==> src/rtl/riscv_pkg.sv <==
// Shared RISC-V front-end definitions.
//   PC_WIDTH      : width of a fetch program counter
//   INST_WIDTH    : width of one instruction word
//   fetch_entry_t : one fetch beat as it sits in the fetch queue
package riscv_pkg;

    localparam int PC_WIDTH   = 32;
    localparam int INST_WIDTH = 32;

    typedef struct packed {
        logic [PC_WIDTH-1:0]   pc;
        logic [INST_WIDTH-1:0] inst;
    } fetch_entry_t;

endpackage

==> src/rtl/sync_fifo_flush.sv <==
// Generic synchronous FIFO with single-cycle flush.
// Intended to be reused by the fetch, load/store and reorder queues.
// Ports:
//   clk, rst     : clock, synchronous active-high reset
//   i_flush      : empties the FIFO next cycle; ignores this cycle's write and read
//   i_wr_vld     : write request (dropped when full and no read this cycle)
//   i_wr_data    : write data
//   i_rd_rdy     : consumer takes the head this cycle
//   o_rd_vld     : head valid (count != 0)
//   o_rd_data    : head data, from storage at the read pointer
//   o_count      : occupancy, 0..DEPTH
//   o_full       : occupancy equals DEPTH
//   o_pop        : a read happens this cycle
// Handshake: a read transfers on o_rd_vld & i_rd_rdy & ~i_flush. A write is
// taken on i_wr_vld & ~i_flush when there is room, where a same-cycle read
// counts as room. No empty bypass: written data shows up one cycle later.
module sync_fifo_flush #(
    parameter int WIDTH = 8,
    parameter int DEPTH = 4
) (
    input  logic                       clk,
    input  logic                       rst,
    input  logic                       i_flush,
    input  logic                       i_wr_vld,
    input  logic [WIDTH-1:0]           i_wr_data,
    input  logic                       i_rd_rdy,
    output logic                       o_rd_vld,
    output logic [WIDTH-1:0]           o_rd_data,
    output logic [$clog2(DEPTH+1)-1:0] o_count,
    output logic                       o_full,
    output logic                       o_pop
);

    localparam int PTR_W = $clog2(DEPTH);
    localparam int CNT_W = $clog2(DEPTH+1);

    logic [WIDTH-1:0] r_mem [DEPTH];
    logic [PTR_W-1:0] r_wr_ptr;
    logic [PTR_W-1:0] r_rd_ptr;
    logic [CNT_W-1:0] r_count;

    logic w_full;
    logic w_pop;
    logic w_push;

    assign w_full = (r_count == CNT_W'(DEPTH));
    assign w_pop  = (r_count != '0) & i_rd_rdy & ~i_flush;
    // A read in the same cycle frees a slot, so a full FIFO can still accept.
    assign w_push = i_wr_vld & ~i_flush & (~w_full | w_pop);

    // Pointers are power-of-two wide and simply wrap.
    always_ff @(posedge clk) begin
        if (rst || i_flush) begin
            r_wr_ptr <= '0;
            r_rd_ptr <= '0;
            r_count  <= '0;
        end else begin
            if (w_push) r_wr_ptr <= r_wr_ptr + PTR_W'(1);
            if (w_pop)  r_rd_ptr <= r_rd_ptr + PTR_W'(1);
            r_count <= r_count + CNT_W'(w_push) - CNT_W'(w_pop);
        end
    end

    // Storage carries no reset; the count alone decides what is valid.
    always_ff @(posedge clk) begin
        if (w_push) r_mem[r_wr_ptr] <= i_wr_data;
    end

    assign o_rd_vld  = (r_count != '0);
    assign o_rd_data = r_mem[r_rd_ptr];
    assign o_count   = r_count;
    assign o_full    = w_full;
    assign o_pop     = w_pop;

endmodule

==> src/rtl/ifu_fetch_queue.sv <==
// Instruction fetch queue between the IFU and decode.
// Every valid IFU beat is captured and returned in order. The IFU has no
// ready input, so ifq_stall is raised early (SKID free entries left) to cover
// beats already in flight.
// Ports:
//   clk, rst             : clock, synchronous active-high reset
//   ifu_vld/pc/inst      : incoming fetch beat
//   ifq_stall            : IFU must stop issuing (registered count only)
//   flush                : redirect; drops queue contents and this cycle's beat
//   dec_vld/pc/inst      : head entry toward decode
//   dec_rdy              : decode takes the head this cycle
//   ifq_count            : occupancy
//   ifq_ovf_err          : sticky; a beat arrived while full and was dropped
// Handshake: decode transfer on dec_vld & dec_rdy & ~flush; the head holds
// while dec_vld & ~dec_rdy & ~flush.
module ifu_fetch_queue
    import riscv_pkg::*;
#(
    parameter int DEPTH      = 4,
    parameter int SKID       = 2,
    parameter int PC_WIDTH   = riscv_pkg::PC_WIDTH,
    parameter int INST_WIDTH = riscv_pkg::INST_WIDTH
) (
    input  logic                       clk,
    input  logic                       rst,
    input  logic                       ifu_vld,
    input  logic [PC_WIDTH-1:0]        ifu_pc,
    input  logic [INST_WIDTH-1:0]      ifu_inst,
    output logic                       ifq_stall,
    input  logic                       flush,
    output logic                       dec_vld,
    output logic [PC_WIDTH-1:0]        dec_pc,
    output logic [INST_WIDTH-1:0]      dec_inst,
    input  logic                       dec_rdy,
    output logic [$clog2(DEPTH+1)-1:0] ifq_count,
    output logic                       ifq_ovf_err
);

    localparam int CNT_W   = $clog2(DEPTH+1);
    localparam int ENTRY_W = $bits(fetch_entry_t);

    // The entry layout comes from riscv_pkg, so PC_WIDTH/INST_WIDTH must
    // match the package widths.
    fetch_entry_t     w_wr_entry;
    fetch_entry_t     w_rd_entry;
    logic [CNT_W-1:0] w_count;
    logic             w_full;
    logic             w_pop;
    logic             r_ovf_err;

    assign w_wr_entry.pc   = ifu_pc;
    assign w_wr_entry.inst = ifu_inst;

    sync_fifo_flush #(
        .WIDTH (ENTRY_W),
        .DEPTH (DEPTH)
    ) u_fifo (
        .clk       (clk),
        .rst       (rst),
        .i_flush   (flush),
        .i_wr_vld  (ifu_vld),
        .i_wr_data (w_wr_entry),
        .i_rd_rdy  (dec_rdy),
        .o_rd_vld  (dec_vld),
        .o_rd_data (w_rd_entry),
        .o_count   (w_count),
        .o_full    (w_full),
        .o_pop     (w_pop)
    );

    assign dec_pc    = w_rd_entry.pc;
    assign dec_inst  = w_rd_entry.inst;
    assign ifq_count = w_count;

    // Stall looks only at the registered count, never at ifu_vld.
    assign ifq_stall = (w_count >= CNT_W'(DEPTH - SKID));

    // A beat that meets a full queue with no pop is lost; remember it until reset.
    always_ff @(posedge clk) begin
        if (rst) begin
            r_ovf_err <= 1'b0;
        end else if (ifu_vld && !flush && w_full && !w_pop) begin
            r_ovf_err <= 1'b1;
        end
    end

    assign ifq_ovf_err = r_ovf_err;

endmodule
==> config.mk <==
export PLATFORM = sky130hd
export DESIGN_NAME = ifu_fetch_queue
export DESIGN_NICKNAME = d
export VERILOG_FILES = /design/src/rtl/riscv_pkg.sv /design/src/rtl/sync_fifo_flush.sv /design/src/rtl/ifu_fetch_queue.sv
export SDC_FILE = /design/constraint.sdc
export NUM_CORES = 1
export LEC_CHECK = 0
export ABC_AREA = 1
export ABC_CLOCK_PERIOD_IN_PS = 11800
export CORE_UTILIZATION = 59
export DETAILED_ROUTE_END_ITERATION = 12
export PLACE_DENSITY = 0.81
export SETUP_SLACK_MARGIN = 0.4
export SLEW_MARGIN = 20
export SYNTH_ARGS = -nofsm -noshare
export SYNTH_HDL_FRONTEND = slang
export SYNTH_HIERARCHICAL = 1
export SYNTH_SLANG_ARGS = --single-unit
==> constraint.sdc <==
create_clock -name clk -period 11.8 [get_ports clk]
set_input_delay 2.36 -clock clk [delete_from_list [all_inputs] [get_ports clk]]
set_output_delay 2.36 -clock clk [all_outputs]
set_load 0.005 [all_outputs]
==> reports/results.tsv <==
metric	value	unit
wire_per_inst	19.2	um
finalWirelength	20600	um
drv_slew	0	
cts_setup_buffers	0	
clk_path_buf_depth	3	
fin_crit_sh	0.480	
mostFrequentLayoutCell	edfxtp_1	
fmax	177	MHz
drc	0	
die_w	133	um
syn2layout_area_growth	22.6	%
numCtsBuffers	26	
ios	139	
grt_use_total	0.236	
vdd_ir_drop_max	0.126	mV
cts.sinks	266	
path_clk_slew	60	ps
dp_hpwl	11200	um
core_area	16600	um2
globalplace.congestion	0.757	
drive_above_1_share	0.0563	
synth_seq_cells	266	
ys_types	21	
synth_nets	778	
grt_pass1_wl	32200	um
max_slew.worst_pin.slew	1010	ps
cts-hold-fix-buffers	0	
p_leak	4.10	nW
syn_inst	703	
first_global_vias	6278	
grt-ovfl-total	0	
p_total	1.92	mW
num_rows	47	
grt_max_degree	129	
first_iter_violations	516	
final.setup_skew	12.4	ps
cts_tree	yes	
synth_area_per_cell	14.3	um2
dieHeight	133	um
fillCellCount	996	
die-area	17600	um2
cts-resized-gates	0	
root_buffer	clkbuf_16	
relSlewSlack	0.325	
startpoint_type	register	
rsz0062_at_grt	false	
drt-vias-per-instance	5.77	
critPathKind	reg -> out	
setup_viol	0	
h-tree-depth	1	
numPortBuffers	138	
syn_area	10100	um2
cp.arrival	3300	ps
via_count	6186	
layout_common_cells	edfxtp_1, nor2_1, clkdlybuf4s50_1, o21ai_0, o22ai_1	
drt-pass1-iter-count	5	
maxCapViolCount	0	
clkLatencyLatePin	520	ps
cp.required	9440	ps
synth_warnings	6	
ant_nets	0	
outcome	complete, no violations	
finalHoldViolations	0	
cp_max_fo	65	
worstSetupEndpointType	primary output	
yosysSeqAreaShare	0.785	
power_density	156	nW/um2
final.min_clock_period	5660	ps
start_util	0.606	
antenna_found_initial	0	
tns	0	ps
hp-class	reg -> reg	
diodes	0	
nNetsFinal	908	
## cell type report
class / count / area, um2 / share of cell area
Clock buffer: 33 / 698 / 0.0566
Multi-Input combinational cell: 375 / 1840 / 0.149
Inverter: 21 / 85.1 / 0.00690
Tap cell: 220 / 275 / 0.0223
Sequential cell: 266 / 7900 / 0.640
Timing Repair Buffer: 143 / 1420 / 0.115
Clock inverter: 14 / 114 / 0.00924
## registers in the layout, indices dropped and copies added (netlist names), named ones only
register         flops
u_fifo/r_mem       256
u_fifo/r_rd_ptr      2
u_fifo/o_count       3
u_fifo/r_wr_ptr      2
ifq_ovf_err          1
## routing by layer
layer	share of wire	routed length (um)	up-vias	GRT usage
li1	-	-	2869	-
met4	0.015	301	0	0.0664
met3	0.076	1570	30	0.0360
met1	0.42	8630	3025	0.326
met5	0	0	-	0
met2	0.49	10100	262	0.394
## metrics by stage
step	worst slack (ps)	utilization	instances	cell area [um2]	hold slack, ps
3_3_place_gp	6570	0.694	1025	11500	448
2_1_floorplan	5840	-	703	10100	451
3_5_place_dp	6830	0.694	1025	11500	480
5_1_grt	5960	0.743	1072	12300	535
4_1_cts	6280	0.743	1072	12300	492
6_report	6140	0.743	1072	12300	484
## cell usage after synthesis
library cell | n | area share
clkbuf_1 | 18 | 0.0067
o22ai_1 | 64 | 0.040
inv_1 | 19 | 0.0071
buf_4 | 6 | 0.0045
buf_6 | 13 | 0.015
a21oi_1 | 3 | 0.0015
ha_1 | 5 | 0.0062
edfxtp_1 | 256 | 0.76
clkbuf_2 | 3 | 0.0015
o21ai_1 | 56 | 0.028
clkinv_1 | 1 | 0.00037
inv_2 | 1 | 0.00037
nor2_1 | 148 | 0.055
fa_1 | 1 | 0.0020
nand3_1 | 6 | 0.0030
a21oi_2 | 1 | 0.00087
buf_2 | 1 | 0.00050
o21ai_0 | 73 | 0.036
or2_1 | 1 | 0.00062
nand2_1 | 17 | 0.0063
dfxtp_1 | 10 | 0.020
## final timing paths
kind,to,from,slack [ps],depth (start not counted)
max,dec_inst[14],register,6140,4
min,ifq_ovf_err,ifq_ovf_err,480,2
max reg2reg,u_fifo/r_mem[3][54],u_fifo/o_count[1],9420,5
min reg2reg,ifq_ovf_err,ifq_ovf_err,480,2
## report_power, final
part / internal [mW] / total (mW) / leakage [nW] / switching, mW
Combinational: 0.0454 / 0.0855 / 1.30 / 0.0401
Clock: 0.460 / 0.781 / 0.395 / 0.321
Sequential: 1.05 / 1.06 / 2.41 / 0.00420
## worst max-delay path, stage by stage, from the launching register on
cell	delay (ps)
dfxtp_4	800
clkinv_2	970
o21ai_1	360
o22ai_1	170
clkdlybuf4s50_1	480
## logic make-up after synthesis
kind of cell,share of synthesized area
AO/OA/AOI/OAI,0.106
buffers and inverters,0.0356
flip-flops,0.785
AND/OR/NAND/NOR,0.0652
adder cells (fa/ha/maj),0.00821
Power figures use the tool's default switching activity.
